--- src/rtl/sdram_port_arbiter.sv ---
// sdram_port_arbiter: shares one SDRAM controller port between video (0, fixed priority), CPU (1) and DMA (2).
// Ports 1/2 round-robin. Define ARB_TIMEOUT_EN to add an ack watchdog with a sticky err_o output.
module sdram_port_arbiter #(
  parameter int ADDR_W  = 24,
  parameter int DATA_W  = 32,
  parameter int TIMEOUT = 255
) (
  input  logic                  clk,
  input  logic                  reset_n_i,
  input  logic [2:0]            req_i,
  input  logic [2:0]            we_i,
  input  logic [3*ADDR_W-1:0]   addr_i,
  input  logic [3*DATA_W-1:0]   wdata_i,
  input  logic [3*DATA_W/8-1:0] wmask_i,
  output logic [2:0]            ack_o,
  output logic [DATA_W-1:0]     rdata_o,
  output logic                  mem_req_o,
  output logic                  mem_we_o,
  output logic [ADDR_W-1:0]     mem_addr_o,
  output logic [DATA_W-1:0]     mem_wdata_o,
  output logic [DATA_W/8-1:0]   mem_wmask_o,
  input  logic                  mem_ack_i,
  input  logic [DATA_W-1:0]     mem_rdata_i,
`ifdef ARB_TIMEOUT_EN
  output logic                  err_o,
`endif
  output logic                  busy_o,
  output logic [1:0]            owner_o
);

  localparam int MASK_W = DATA_W / 8;

  if (TIMEOUT < 1) begin : g_bad_timeout
    $error("TIMEOUT must be at least 1");
  end

  typedef enum logic [1:0] {S_IDLE, S_WAIT, S_DONE} state_t;

  state_t              state_q, state_d;
  logic [1:0]          rr_last_q, rr_last_d;
  logic [2:0]          ack_q, ack_d;
  logic [DATA_W-1:0]   rdata_q, rdata_d;
  logic                mem_req_q, mem_req_d;
  logic                mem_we_q, mem_we_d;
  logic [ADDR_W-1:0]   mem_addr_q, mem_addr_d;
  logic [DATA_W-1:0]   mem_wdata_q, mem_wdata_d;
  logic [MASK_W-1:0]   mem_wmask_q, mem_wmask_d;
  logic [1:0]          owner_q, owner_d;
  logic [1:0]          win;

`ifdef ARB_TIMEOUT_EN
  localparam int CNT_W = $clog2(TIMEOUT + 1);
  logic [CNT_W-1:0]    cnt_q, cnt_d;
  logic                err_q, err_d;
`endif

  // Port 0 always wins; a 1-vs-2 tie goes to whichever did not win last.
  always_comb begin
    win = 2'd0;
    if (req_i[0])                  win = 2'd0;
    else if (req_i[1] && req_i[2]) win = (rr_last_q == 2'd1) ? 2'd2 : 2'd1;
    else if (req_i[1])             win = 2'd1;
    else if (req_i[2])             win = 2'd2;
  end

  always_comb begin
    state_d     = state_q;
    rr_last_d   = rr_last_q;
    ack_d       = 3'b000;
    rdata_d     = rdata_q;
    mem_req_d   = mem_req_q;
    mem_we_d    = mem_we_q;
    mem_addr_d  = mem_addr_q;
    mem_wdata_d = mem_wdata_q;
    mem_wmask_d = mem_wmask_q;
    owner_d     = owner_q;
`ifdef ARB_TIMEOUT_EN
    cnt_d       = cnt_q;
    err_d       = err_q;
`endif
    unique case (state_q)
      S_IDLE: begin
        if (|req_i) begin
          mem_we_d    = we_i[win];
          mem_addr_d  = addr_i[win*ADDR_W +: ADDR_W];
          mem_wdata_d = wdata_i[win*DATA_W +: DATA_W];
          mem_wmask_d = wmask_i[win*MASK_W +: MASK_W];
          mem_req_d   = 1'b1;
          owner_d     = win;
          if (win != 2'd0) rr_last_d = win;
`ifdef ARB_TIMEOUT_EN
          cnt_d       = '0;
`endif
          state_d     = S_WAIT;
        end
      end
      S_WAIT: begin
        if (mem_ack_i) begin
          mem_req_d = 1'b0;
          rdata_d   = mem_rdata_i;
          ack_d     = 3'b001 << owner_q;
          state_d   = S_DONE;
        end
`ifdef ARB_TIMEOUT_EN
        else if (cnt_q == CNT_W'(TIMEOUT)) begin
          mem_req_d = 1'b0;
          rdata_d   = DATA_W'(32'hDEADBEEF);
          ack_d     = 3'b001 << owner_q;
          err_d     = 1'b1;
          state_d   = S_DONE;
        end else begin
          cnt_d = cnt_q + 1'b1;
        end
`endif
      end
      // Requests are deliberately not sampled here so a held req cannot double-grant.
      S_DONE:  state_d = S_IDLE;
      default: state_d = S_IDLE;
    endcase
  end

  always_ff @(posedge clk) begin
    if (!reset_n_i) begin
      state_q     <= S_IDLE;
      rr_last_q   <= 2'd2;
      ack_q       <= 3'b000;
      rdata_q     <= '0;
      mem_req_q   <= 1'b0;
      mem_we_q    <= 1'b0;
      mem_addr_q  <= '0;
      mem_wdata_q <= '0;
      mem_wmask_q <= '0;
      owner_q     <= 2'd0;
`ifdef ARB_TIMEOUT_EN
      cnt_q       <= '0;
      err_q       <= 1'b0;
`endif
    end else begin
      state_q     <= state_d;
      rr_last_q   <= rr_last_d;
      ack_q       <= ack_d;
      rdata_q     <= rdata_d;
      mem_req_q   <= mem_req_d;
      mem_we_q    <= mem_we_d;
      mem_addr_q  <= mem_addr_d;
      mem_wdata_q <= mem_wdata_d;
      mem_wmask_q <= mem_wmask_d;
      owner_q     <= owner_d;
`ifdef ARB_TIMEOUT_EN
      cnt_q       <= cnt_d;
      err_q       <= err_d;
`endif
    end
  end

  assign ack_o       = ack_q;
  assign rdata_o     = rdata_q;
  assign mem_req_o   = mem_req_q;
  assign mem_we_o    = mem_we_q;
  assign mem_addr_o  = mem_addr_q;
  assign mem_wdata_o = mem_wdata_q;
  assign mem_wmask_o = mem_wmask_q;
  assign owner_o     = owner_q;
  assign busy_o      = (state_q != S_IDLE);
`ifdef ARB_TIMEOUT_EN
  assign err_o       = err_q;
`endif

endmodule

--- config.mk ---
export PLATFORM = sky130hd
export DESIGN_NAME = sdram_port_arbiter
export DESIGN_NICKNAME = d
export VERILOG_FILES = /design/src/rtl/sdram_port_arbiter.sv
export SDC_FILE = /design/constraint.sdc
export NUM_CORES = 1
export LEC_CHECK = 0
export CAP_MARGIN = 20
export CORE_AREA = 2 2 123 125
export CTS_BUF_LIST = sky130_fd_sc_hd__clkbuf_8
export DETAILED_ROUTE_END_ITERATION = 6
export DIE_AREA = 0 0 125 127
export PLACE_DENSITY = 0.82
export SLEW_MARGIN = 0
export SYNTH_ARGS = -nofsm -noshare
export SYNTH_HDL_FRONTEND = slang
export SYNTH_SLANG_ARGS = --single-unit
--- constraint.sdc ---
create_clock -name clk -period 1.8 [get_ports clk]
set_clock_uncertainty 0.1 [all_clocks]
set_input_delay 0.36 -clock clk [delete_from_list [all_inputs] [get_ports clk]]
set_output_delay 0.36 -clock clk [all_outputs]
set_load 0.005 [all_outputs]
==> results of run 1 <==
==> through the flow <==
step / cell area (sq um) / std cells / utilization (%) / total power, W
2_1_floorplan: 5710 / 740 / - / 0.00349
3_3_place_gp: 9190 / 1192 / 63.7 / 0.00462
3_5_place_dp: 9190 / 1192 / 63.7 / 0.00465
4_1_cts: 9380 / 1209 / 65.1 / 0.00609
5_1_grt: 9390 / 1209 / 65.1 / 0.00636
6_report: 9390 / 1209 / 65.1 / 0.00603
==> cell type report <==
cell class	count	area share [%]
clock buffers	9	1.32
clock inverters	7	0.706
inverters	64	2.56
multi-input cells	489	32.4
flip-flops and latches	103	22.1
well taps	184	2.45
repair buffers	353	38.6
==> metal layers <==
| layer | vias to the layer above | part of all wire, % | GRT usage [%] |
|---|---|---|---|
| met3 | 38 | 8.3 | 6.62 |
| met5 | - | 0 | 0 |
| met1 | 3053 | 40 | 30.4 |
| met4 | 0 | 2.9 | 9.08 |
| met2 | 296 | 49 | 44.0 |
| li1 | 3200 | - | - |
==> cell families after synthesis <==
group | Yosys count | share of synthesized area [%]
buffers and inverters | 148 | 10.9
and+or+nand+nor | 265 | 22.3
AOI/OAI and AO/OA | 224 | 30.7
DFF | 103 | 36.1
==> what timing repair did <==
item | in CTS | in global routing
gates resized for setup | 8 | 3
setup endpoints to repair | 5 | 2
pin swaps | 1 | 0
setup buffers | 1 | 0
==> path summary, 6_finish.rpt <==
kind | start | to | slack (ps) | cells past startpoint
hold reg to reg | owner_o[0] | ack_o[0] | 350 | 1
setup reg to reg | state_q[0] | mem_addr_o[5] | 250 | 5
setup / recovery | mem_wdata_o[31] | mem_wdata_o[31] | 60 | 1
hold / removal | reset_n_i | state_q[1] | 200 | 3
==> sequential cells by signal, summed over array words and instances, names as in the netlist <==
signal,flops
ack_o,3
mem_addr_o,24
mem_req_o,1
mem_wdata_o,32
mem_we_o,1
mem_wmask_o,4
owner_o,2
rdata_o,32
rr_last_q,2
state_q,2
==> layout by cell type, fill, tap and decap left out, types with 3 or more instances in the layout <==
cell               n
buf_12            15
inv_6              3
clkdlybuf4s50_1  312
dlygate4sd2_1      4
a21oi_1           34
buf_2              3
inv_1             64
nand3_1           62
nand2_1          127
a211oi_1          61
and3_1            61
a21o_1            61
nor3b_1            3
o311a_1           61
dfxtp_1           98
buf_4             18
clkbuf_8           9
dfxtp_2            4
==> power by group through the flow <==
stage | Combinational, W | Sequential, W | Clock, W
floorplan | 0.000821 | 0.00267 | 0
global placement | 0.00197 | 0.00265 | 0
detailed placement | 0.00199 | 0.00266 | 0
CTS | 0.00199 | 0.00261 | 0.00149
global route | 0.00215 | 0.00264 | 0.00158
finish | 0.00199 | 0.00261 | 0.00144
==> synthesized netlist by cell type, drive strengths merged <==
| master | n | area (sq um) |
|---|---|---|
| nand2b | 2 | 12.5 |
| nor3b | 3 | 22.5 |
| nor2b | 1 | 8.76 |
| inv | 64 | 240 |
| o22ai | 1 | 6.26 |
| and3 | 61 | 382 |
| a21oi | 34 | 170 |
| o21ai | 1 | 5.00 |
| nor3 | 2 | 10.0 |
| and3b | 1 | 8.76 |
| nor2 | 3 | 18.8 |
| clkbuf | 60 | 225 |
| buf | 24 | 155 |
| o21a | 1 | 7.51 |
| nand2 | 127 | 477 |
| or3 | 1 | 6.26 |
| nand3 | 62 | 310 |
| a22oi | 1 | 7.51 |
| a21boi | 1 | 7.51 |
| a211oi | 62 | 470 |
| a211o | 1 | 8.76 |
| a21o | 61 | 458 |
| nand3b | 2 | 15.0 |
| o311a | 61 | 611 |
| dfxtp | 103 | 2060 |
==> impl.org, run 1 <==
** Detailed routing
- Dividing the detail-routed wire length by the instance count gives 17.3 microns.
- Routed via count :: 6587
- In the routed layout, each cell is associated on average with a via count of ~5.4.
- The detailed router finished its first iteration with 409 violations.
- Total detailed-routing wirelength :: about 21000 microns
- Count of antenna-violating nets left after detailed routing :: 0
- Residual DRC count :: 0
- TritonRoute pass-1 iters :: 4

** Critical path
- Largest delay share family, worst path :: buffers and inverters
- Data required time at the worst endpoint :: 1340 ps
- STA classifies the critical path startpoint as a register.
- In this design, the stage delay of the slowest critical-path cell is about 560 ps.
- Critical path data arrival time :: approximately 1300 ps
- CP max FO :: 2
- STA classifies the critical path endpoint as an output port.
- Critical-path cell list :: clkdlybuf4s50_1
- Type of the setup path with the least slack :: reg2out
- Worst Path Buf+Inv :: 1
- Cell with the largest stage delay on the worst path :: clkdlybuf4s50_1

** Synthesis
- The number of nets handed over by synthesis was 961.
- After synthesis the netlist holds a flip-flop and latch count of a little over 100.
- Post-synthesis sequential area ratio :: 36.1%
- Number of distinct library cells after synthesis :: 30
- Mean instance size in the synthesized netlist :: between 7 and 8 sq um
- Synthesis produced a netlist whose cell count is 740.
- Syn Std Cell Area :: ~5700 sq um
- Yosys printed 0 warnings.

** Place
- Routability congestion estimate :: approximately 0.87
- Count of buffers from port buffering :: 320
- Place WS :: -292 ps
- Sum of net half-perimeters after detailed placement :: 14800 microns

** Clocking
- CTS Root Buffer Type :: clkbuf_8
- CTS tree :: built
- Counting along the longest clock path gives a buffer depth of 2.
- CTS saw 103 sinks.
- CTS built an H-tree with a depth of 3.
- Clock-pin slew was measured on the worst setup and hold paths at roughly 100 ps.
- Later-pin clock latency in the skew report :: 380 ps
- Clock tree synthesis inserted a total of 9 buffers.
- Number of hold buffers added after CTS :: 0

** Power
- Per report_power, the clock group accounts for a little under a quarter of the total.
- Share of power burned in registers :: 43.2%
- P_int :: between 0.004 and 0.005 W
- Comb power frac :: between 30% and 40%
- Worst IR drop on VDD :: about 0.00033 V
- Summed over all nets, the switching power comes to 0.00178 W.
- Power per cell area :: approximately 640 nW/um^2
- Leakage power summed over all cells :: between 4 and 5 nW
- Of the total power, the share spent switching nets is 29.5%.

** Timing
- For the pin with the worst max-slew slack, the measured transition is around 530 ps.
- Adding up every negative setup slack in the final design gives 0 ps.
- Setup repair after global routing left no endpoint under its margin.
- Count of final hold-check violations :: 0
- Final Slew Violations :: 0
- Remaining max-slew budget at the tightest pin :: between 60% and 70%
- The tightest hold path in the finished design has a slack of about 200 ps.
- Part of the cycle the worst path needs :: between 90% and 100%
- Setup violations remaining at the end of the flow were counted as 0.
- Post-route worst setup slack :: ~64 ps
- Static timing analysis puts the maximum clock frequency at between 0.5 and 0.6 GHz.
- Final Critical Period :: about 1700 ps

** Global routing
- The number of global-route vias before repair came to a little over 6k.
- Entering global routing, the biggest net connects 64 pins.
- The total overflow left after global routing is 0.
- Global router's overall resource usage :: 25.4%
- Global-route wire length before repair :: 32900 microns
- Number of antenna violations at the first check in global routing :: 0

** Cells and area
- Nets@finish :: around 1.2k
- Area added between synthesis and finish :: 64.6%
- Number of filler instances in the final layout :: between 1k and 1.5k
- In the final layout, the multi-input gates occupy 3040 sq um.
- Across the whole layout, storage elements account for just over 2000 sq um.
- Fraction of layout cells with a size suffix above 1 :: about 6.1%
- The repair_antennas step left the layout with diodes totalling 0.

** Floorplan
- Die Area :: around 16000 sq um
- The initial utilization of the core area, before any placement, comes to between 30 and 40%.
- The die is about 130 microns wide.
- Core outline area :: 14400 sq um
- Core Rows :: between 40 and 50
- Pin placement for this block handled roughly 320 I/O pins.
- Height of the die :: roughly 130 microns

** Hold path
- Hold Path Class :: in2reg

** Status
- Result of the run :: finished clean

** Run
- Across the run, the number of max-cap violations was 0.
No activity file was read; power rests on OpenSTA's default activity.
==> run 2: changes to the inputs <==
--- a/config.mk
+++ b/config.mk
@@ -5,12 +5,12 @@
 export SDC_FILE = /design/constraint.sdc
 export NUM_CORES = 1
 export LEC_CHECK = 0
-export CAP_MARGIN = 20
-export CORE_AREA = 2 2 123 125
+export ABC_AREA = 1
+export CORE_ASPECT_RATIO = 0.8
+export CORE_UTILIZATION = 40
 export CTS_BUF_LIST = sky130_fd_sc_hd__clkbuf_8
 export DETAILED_ROUTE_END_ITERATION = 6
-export DIE_AREA = 0 0 125 127
-export PLACE_DENSITY = 0.82
+export PLACE_DENSITY = 0.84
 export SLEW_MARGIN = 0
 export SYNTH_ARGS = -nofsm -noshare
 export SYNTH_HDL_FRONTEND = slang
==> run 2 against run 1 <==
  * Via count is 6.7% higher
  * Worst setup slack worse by 32 ps
  * First-iteration DRC count is 21% higher
  * Total power is 4.5% higher
  * Combinational power is 4% higher
  * Synthesized area is 1.9% lower
  * Critical endpoint is now owner_o[0]
  * Critical path type unchanged
  * Fmax is 1.8% lower
  * Highest routed layer unchanged
==> impl.org, run 2 <==
** Floorplan
- Core outline area :: 13600 sq um
- The floorplan has 38 rows.
- The die covers roughly 14000 sq um.
- Height of the die :: approximately 110 microns
- For this configuration, the core starts out at a cell density of between 40% and 50%.
- Floorplan die width :: around 130 microns
- I/O pin total :: between 300 and 400

** Critical path
- Counting both buffers and inverters, the worst setup path holds a total of 1.
- Largest delay share family, worst path :: buffers and inverters
- Data on the critical path arrives at its endpoint at approximately 1300 ps.
- Critical-path cell list :: clkdlybuf4s50_1
- Type of the setup path with the least slack :: reg2out
- Cell with the largest stage delay on the worst path :: clkdlybuf4s50_1
- Critical path endpoint category :: output port
- Slowest cell delay on critical path :: approximately 530 ps
- Along the worst path, the maximum fanout reaches 5.
- For the worst setup path, the data required time is roughly 1300 ps.
- The worst setup path is launched from a register.

** Synthesis
- Mean instance size in the synthesized netlist :: approximately 6.1 sq um
- Synthesis produced a netlist whose cell count is about 920.
- Main area contributors after synthesis :: dfxtp_1 (37%), nand3_1 (17%), nand2_1 (13%)
- After synthesis the netlist holds a flip-flop and latch count of a little over 100.
- The share of synthesized area in the top cell type comes to around 37%.
- Most common library cells after synthesis :: nand2_1 (198), nand3_1 (186), inv_1 (183), dfxtp_1 (103), a21oi_1 (98)
- For this run, the leading register cell type out of synthesis is dfxtp_1.
- Share of flip-flops with an asynchronous set or reset after synthesis :: 0%
- Most frequently used cell type in the post-synthesis netlist :: nand2_1
- Library cell with the largest summed area after synthesis :: dfxtp_1
- Syn Std Cell Area :: around 5600 sq um
- The number of nets handed over by synthesis was roughly 1.1k.
- Sequential elements use between 30% and 40% of the synthesized area.
- Yosys printed 0 warnings.
- Synthesis instantiated 18 different standard cells from the library.
- In this run, synthesis inferred 0 flip-flops with an integrated enable.

** Clocking
- For the worst-skew pair, the clock arrives at the later sink with an insertion delay of between 300 and 400 ps.
- Max H-tree Level :: 3
- Number of buffers added for setup after CTS :: 0
- After clock tree synthesis, the flow added hold-fix buffers numbering 0.
- The tree built by TritonCTS fans out to slightly above 100 sinks.
- After clock tree synthesis, the clock-pin slew on the worst setup and hold paths is between 100 and 150 ps.
- Clock tree buffer depth :: 2
- Total clock buffers created by CTS :: 9
- CTS Root Buffer Type :: clkbuf_8
- TritonCTS built the clock tree.
- In this run, post-CTS repair resized a total of 2 instances.

** Cells and area
- Count of antenna diodes in the layout :: 0
- The filler cells instantiated in the layout total around 1.1k.
- Count of non-filler cells in the finished layout :: about 1.4k
- Multi-input combinational cell area :: ~2600 sq um
- The library cells used most frequently in the layout, excluding fill and tap cells, are clkdlybuf4s50_1 (314), nand2_1 (195), nand3_1 (185), inv_1 (183), dfxtp_1 (102).
- Compared with the post-synthesis result, the final layout area differs by 70.2%.
- Cells with a size suffix above 1 make up 5.37% of the layout.
- At the end of the flow, the number of nets in the layout was 1444.
- Leaving out fill and tap cells, the most frequent cell in the layout is clkdlybuf4s50_1.
- Summing all flip-flop and latch instances after layout gives between 2000 and 2500 sq um.

** Global routing
- Vias in the first global route :: 6521
- Largest net degree at the start of global routing :: 46
- Global-route wire length before repair :: about 32000 microns
- For this run the aggregate overflow at the end of global routing stands at 0.
- Global routing used about 29% of the available tracks.
- Number of antenna violations at the first check in global routing :: 0

** Power
- The analysis attributes to cell leakage a power of about 4.6 nW.
- The clock network burns between 20% and 30% of the power.
- The internal power of the cells totals around 0.0044 W.
- In this run switching power makes up between 20 and 30% of total power.
- Worst IR drop on VDD :: 0.000429 V
- Registers are responsible for 41.4% of the overall power.
- Power comes to 0.00630 W.
- Power per cell area :: 662 nW/um^2
- Comb power frac :: approximately a third
- The analysis attributes to net switching a power of 0.00189 W.

** Detailed routing
- The detail route stage leaves a number of antenna-violating nets equal to 0.
- Detailed routing inserted a total of about 7.0k vias.
- Total detailed-routing wirelength :: around 21000 microns
- In this run, the number of DRC markers left after iteration 0 of detailed routing was 494.
- Residual DRC count :: 0
- TritonRoute pass-1 iters :: 6
- In the routed layout, each cell is associated on average with a via count of ~5.0.
- Dividing the detail-routed wire length by the instance count gives between 10 and 15 microns.

** Timing
- Maximum clock frequency :: 0.566 GHz
- Headroom to the max-slew limit came out at 74.2%.
- Final Slew Violations :: 0
- The number of endpoints with negative hold slack in the final report is 0.
- Final setup violation count :: 0
- The smallest clock period supported by the final layout is computed as approximately 1800 ps.
- Post-route worst setup slack :: 32.2 ps
- Transition time at the pin with the least slew margin :: a little under 400 ps
- Tightest hold margin :: slightly above 300 ps
- Setup repair after global routing left no endpoint under its margin.
- Of the available clock period, the critical path in the final layout requires about 98%.

** Place
- Sum of net half-perimeters after detailed placement :: 15100 microns
- Place WS :: -182 ps
- The congestion estimate from routability-driven global placement came to around 0.86.
- Cell count after placement :: 1392
- In this run the tool buffered the top-level ports with 320 buffer cells.

** Hold path
- Hold Path Class :: in2reg

** Status
- Result of the run :: finished clean

** Run
- Across the run, the number of max-cap violations was 0.
run 2: cell count changes after synthesis, moves of 64 or more:
cell,change
nand2_1,+71
inv_1,+120
a21oi_1,+64
nand3_1,+124
run 2: area by class of cell:
class                   instances  share of cell area (%)
clock inverters                 6                   0.854
repair buffers                361                    39.1
clock buffers                  10                    1.44
multi-input cells             555                    26.9
well taps                     180                    2.36
inverters                     193                    7.60
flip-flops and latches        103                    21.7
run 2: stage by stage:
step           utilization (%)  instance area (sq um)  TNS (ps)
6_report                  70.1                   9530         0
4_1_cts                   70.0                   9520         0
3_3_place_gp              68.4                   9300     -6160
3_5_place_dp              68.4                   9300     -9240
5_1_grt                   70.1                   9530         0
2_1_floorplan                -                   5600         0
run 2: power groups by stage:
| stage | clock, W | sequential (W) | combinational [W] |
|---|---|---|---|
| finish | 0.00163 | 0.00261 | 0.00207 |
| CTS | 0.00167 | 0.00261 | 0.00207 |
| detailed placement | 0 | 0.00266 | 0.00205 |
| floorplan | 0 | 0.00267 | 0.000762 |
| global route | 0.00176 | 0.00264 | 0.00226 |
| global placement | 0 | 0.00265 | 0.00203 |
run 2: path summary, 6_finish.rpt:
path	start	to	slack (ps)	cells after the start
max reg2reg	state_q[0]	mem_addr_o[19]	320	7
min reg2reg	owner_o[0]	ack_o[0]	370	1
min	reset_n_i	mem_addr_o[12]	310	3
max	owner_o[0]	owner_o[0]	30	1
run 2: cell families (layout without fill, tap and decap cells):
family / count (synthesis) / count (layout) / synth area share (%)
AOI/OAI and AO/OA: 162 / 162 / 14.6
buffers and inverters: 259 / 570 / 17.8
and+or+nand+nor: 393 / 393 / 30.7
DFF: 103 / 103 / 36.8
run 2: routing by layer:
metal / share of wire (%) / track usage (%)
met2: 49 / 50.9
met4: 2.8 / 10.2
met3: 9.2 / 8.99
met5: 0 / 0
met1: 39 / 31.9
run 2: worst register-to-register path, stage by stage (launching register included):
cell	delay, ps
dfxtp_1	320
inv_1	60
nand2_1	140
a21oi_4	220
buf_4	200
buf_4	150
o21ai_0	70
a21oi_1	150
==> run 3: changes to the inputs <==
--- a/config.mk
+++ b/config.mk
@@ -7,10 +7,12 @@
 export LEC_CHECK = 0
 export ABC_AREA = 1
 export CORE_ASPECT_RATIO = 0.8
+export CORE_MARGIN = 2
 export CORE_UTILIZATION = 40
 export CTS_BUF_LIST = sky130_fd_sc_hd__clkbuf_8
 export DETAILED_ROUTE_END_ITERATION = 6
 export PLACE_DENSITY = 0.84
+export SKIP_LAST_GASP = 1
 export SLEW_MARGIN = 0
 export SYNTH_ARGS = -nofsm -noshare
 export SYNTH_HDL_FRONTEND = slang
==> run 3 against run 2 <==
  * Combinational power about the same
  * Utilization decreased by 0.59 points
  * Via count decreased by 2.5%
  * Global-route usage decreased by 2.3 points
  * Wire length decreased by 3.6%
  * Non-clock buffer count decreased by 6
  * Clock power decreased by 8%
  * Largest cell class unchanged
  * Worst setup slack improved by 25 ps
  * Total power decreased by 2.5%
  * Sequential cell count unchanged
  * Highest routed layer unchanged
==> impl.org, run 3 (synthesized netlist as in run 2, its figures left out) <==
** Place
- Place WS :: -221 ps
- Summed over all nets, the half-perimeter wirelength after detailed placement is approximately 15000 microns.
- Count of buffers from port buffering :: 320
- Counting tap cells, the placed design contains a total of 1386 instances.
- The congestion estimate from routability-driven global placement came to approximately 0.87.
- Once placement finished, the instance area stood at roughly 9200 sq um.

** Timing
- Count of final hold-check violations :: 0
- The worst path uses a little over nine tenths of the clock period.
- Post-route worst setup slack :: around 57 ps
- The max-slew violation total from the final report came to 0.
- RSZ-0062 raised after global routing :: false
- At the pin with the least slew margin, the transition time is ~430 ps.
- Derived from the worst setup path, the maximum achievable clock frequency is 0.574 GHz.
- Final Critical Period :: between 1500 and 2000 ps
- Setup total negative slack on the finished layout was measured at 0 ps.
- Final setup violation count :: 0
- Remaining max-slew budget at the tightest pin :: a little under three quarters

** Critical path
- Data on the critical path arrives at its endpoint at 1280 ps.
- Critical path endpoint category :: output port
- Largest delay share family, worst path :: buffers and inverters
- Slowest cell delay on critical path :: between 500 and 600 ps
- Cell with the largest stage delay on the worst path :: clkdlybuf4s50_1
- The number of buffers and inverters on the critical path is 1.
- STA classifies the critical path startpoint as a register.
- Along the worst path, the maximum fanout reaches 2.
- Critical-path cell list :: clkdlybuf4s50_1
- Data required time at the worst endpoint :: between 1000 and 1500 ps
- Type of the setup path with the least slack :: reg2out

** Detailed routing
- Total detailed-routing wirelength :: between 20000 and 25000 microns
- Dividing the detail-routed wire length by the instance count gives 14.3 microns.
- After detailed routing, the number of remaining DRC violations is 0.
- Summing over every cut layer, the via total after detailed routing is 6850.
- After the first detailed-routing iteration, the DRC count stood at roughly 400.
- TritonRoute pass-1 iters :: 6
- Vias per inst :: 4.89
- Count of antenna-violating nets left after detailed routing :: 0

** Floorplan
- Die Area :: around 15000 sq um
- In this run the core area contains 38 standard-cell rows.
- Floorplan die width :: roughly 140 microns
- Height of the die :: ~110 microns
- Effective utilization at floorplan :: between 40% and 50%
- The core region is 13600 sq um.
- In this run the count of I/O pins placed on the die edge is about 320.

** Global routing
- Global-route wire length before repair :: about 31000 microns
- Vias in the first global route :: around 6.4k
- The number of antenna violations at the first check in global routing was 0.
- Summed over all layers, the global routing overflow is 0.
- Largest net degree at the start of global routing :: between 60 and 70
- Global routing used about a quarter of the available tracks.

** Cells and area
- Seq. cell area :: around 2100 sq um
- Nets@finish :: 1438
- Leaving out fill and tap cells, the most frequent cells in the layout are clkdlybuf4s50_1 (316), nand2_1 (194), nand3_1 (185), inv_1 (183), dfxtp_1 (101).
- Multi-input combinational cell area :: 2570 sq um
- Compared with the post-synthesis result, the final layout area differs by 68.8%.
- Cells fill 69.5% of the core in the end.
- The finished layout holds between 1k and 1.5k standard cells, fillers aside.
- Number of filler instances in the final layout :: between 1k and 1.5k
- Count of antenna diodes in the layout :: 0
- Leading cell type in the layout, fill and taps excluded :: clkdlybuf4s50_1
- With fillers left out, the area of the finished cells amounts to roughly 9400 sq um.
- Fraction of layout cells with a size suffix above 1 :: a little over 5%

** Run
- Across the run, the number of max-cap violations was 0.

** Clocking
- CTS tree :: built
- The tree built by TritonCTS fans out to roughly 100 sinks.
- The clock reaches the later pin of the worst-skew pair after about 370 ps.
- No sink is reached through more buffers than the 2 on the longest clock path.
- The H-tree was split into 3 levels.
- Total clock buffers created by CTS :: 9
- Register clock-pin slew on the reported worst setup and hold paths :: 120 ps
- Number of hold buffers added after CTS :: 0
- CTS Root Buffer Type :: clkbuf_8

** Power
- Worst IR drop on VDD :: ~0.00034 V
- For this design the static power due to leakage is about 4.5 nW.
- Power spread over the standard cell area amounts to approximately 650 nW/um^2.

** Hold path
- Hold Path Class :: in2reg

** Status
- The flow ran to the end, and the final reports show no timing, DRC or antenna violations.
run 3: report_power, final:
part / switching, W / leakage, nW / internal, W / total, W
registers: 0.000113 / 0.851 / 0.00250 / 0.00261
clock network: 0.000933 / 0.106 / 0.000563 / 0.00150
logic: 0.000855 / 3.54 / 0.00118 / 0.00204
run 3: tightest hold or removal path: cells and delay by family:
kind / cells / cell delay (ps)
buf+inv: 1 / 140
compound gates: 2 / 110
run 3: final cells by class:
cell class | count | area share, %
Clock inverter | 7 | 0.940
Sequential cell | 103 | 21.9
Clock buffer | 9 | 1.31
Tap cell | 180 | 2.38
Multi-Input combinational cell | 555 | 27.2
Timing Repair Buffer | 355 | 38.7
Inverter | 193 | 7.67
run 3: final timing paths:
path,startpoint,endpoint,slack (ps),cells after the start
worst max-delay path,mem_addr_o[2],mem_addr_o[2],60,1
worst min-delay path,reset_n_i,mem_addr_o[6],180,3
worst max register to register,rr_last_q[1],mem_addr_o[10],360,7
worst min register to register,owner_o[0],ack_o[0],370,1
run 3: stage by stage:
step	power [W]	hold WS (ps)
after floorplan	0.00343	329
after global placement	0.00466	341
after detailed placement	0.00470	356
after CTS	0.00621	159
after global routing	0.00651	182
final	0.00614	179
run 3: timing repair:
item	4_1_cts	5_1_grt
gates cloned	0	0
setup buffers	0	0
gates resized for setup	3	3
endpoints found under the setup margin	2	3
run 3: metal layers:
metal	wire length (microns)	track usage, %	vias to the layer above
li1	-	-	3459
met1	8040	29.9	3082
met3	1920	8.90	22
met4	313	6.55	0
met5	0	0	-
met2	9780	47.3	287
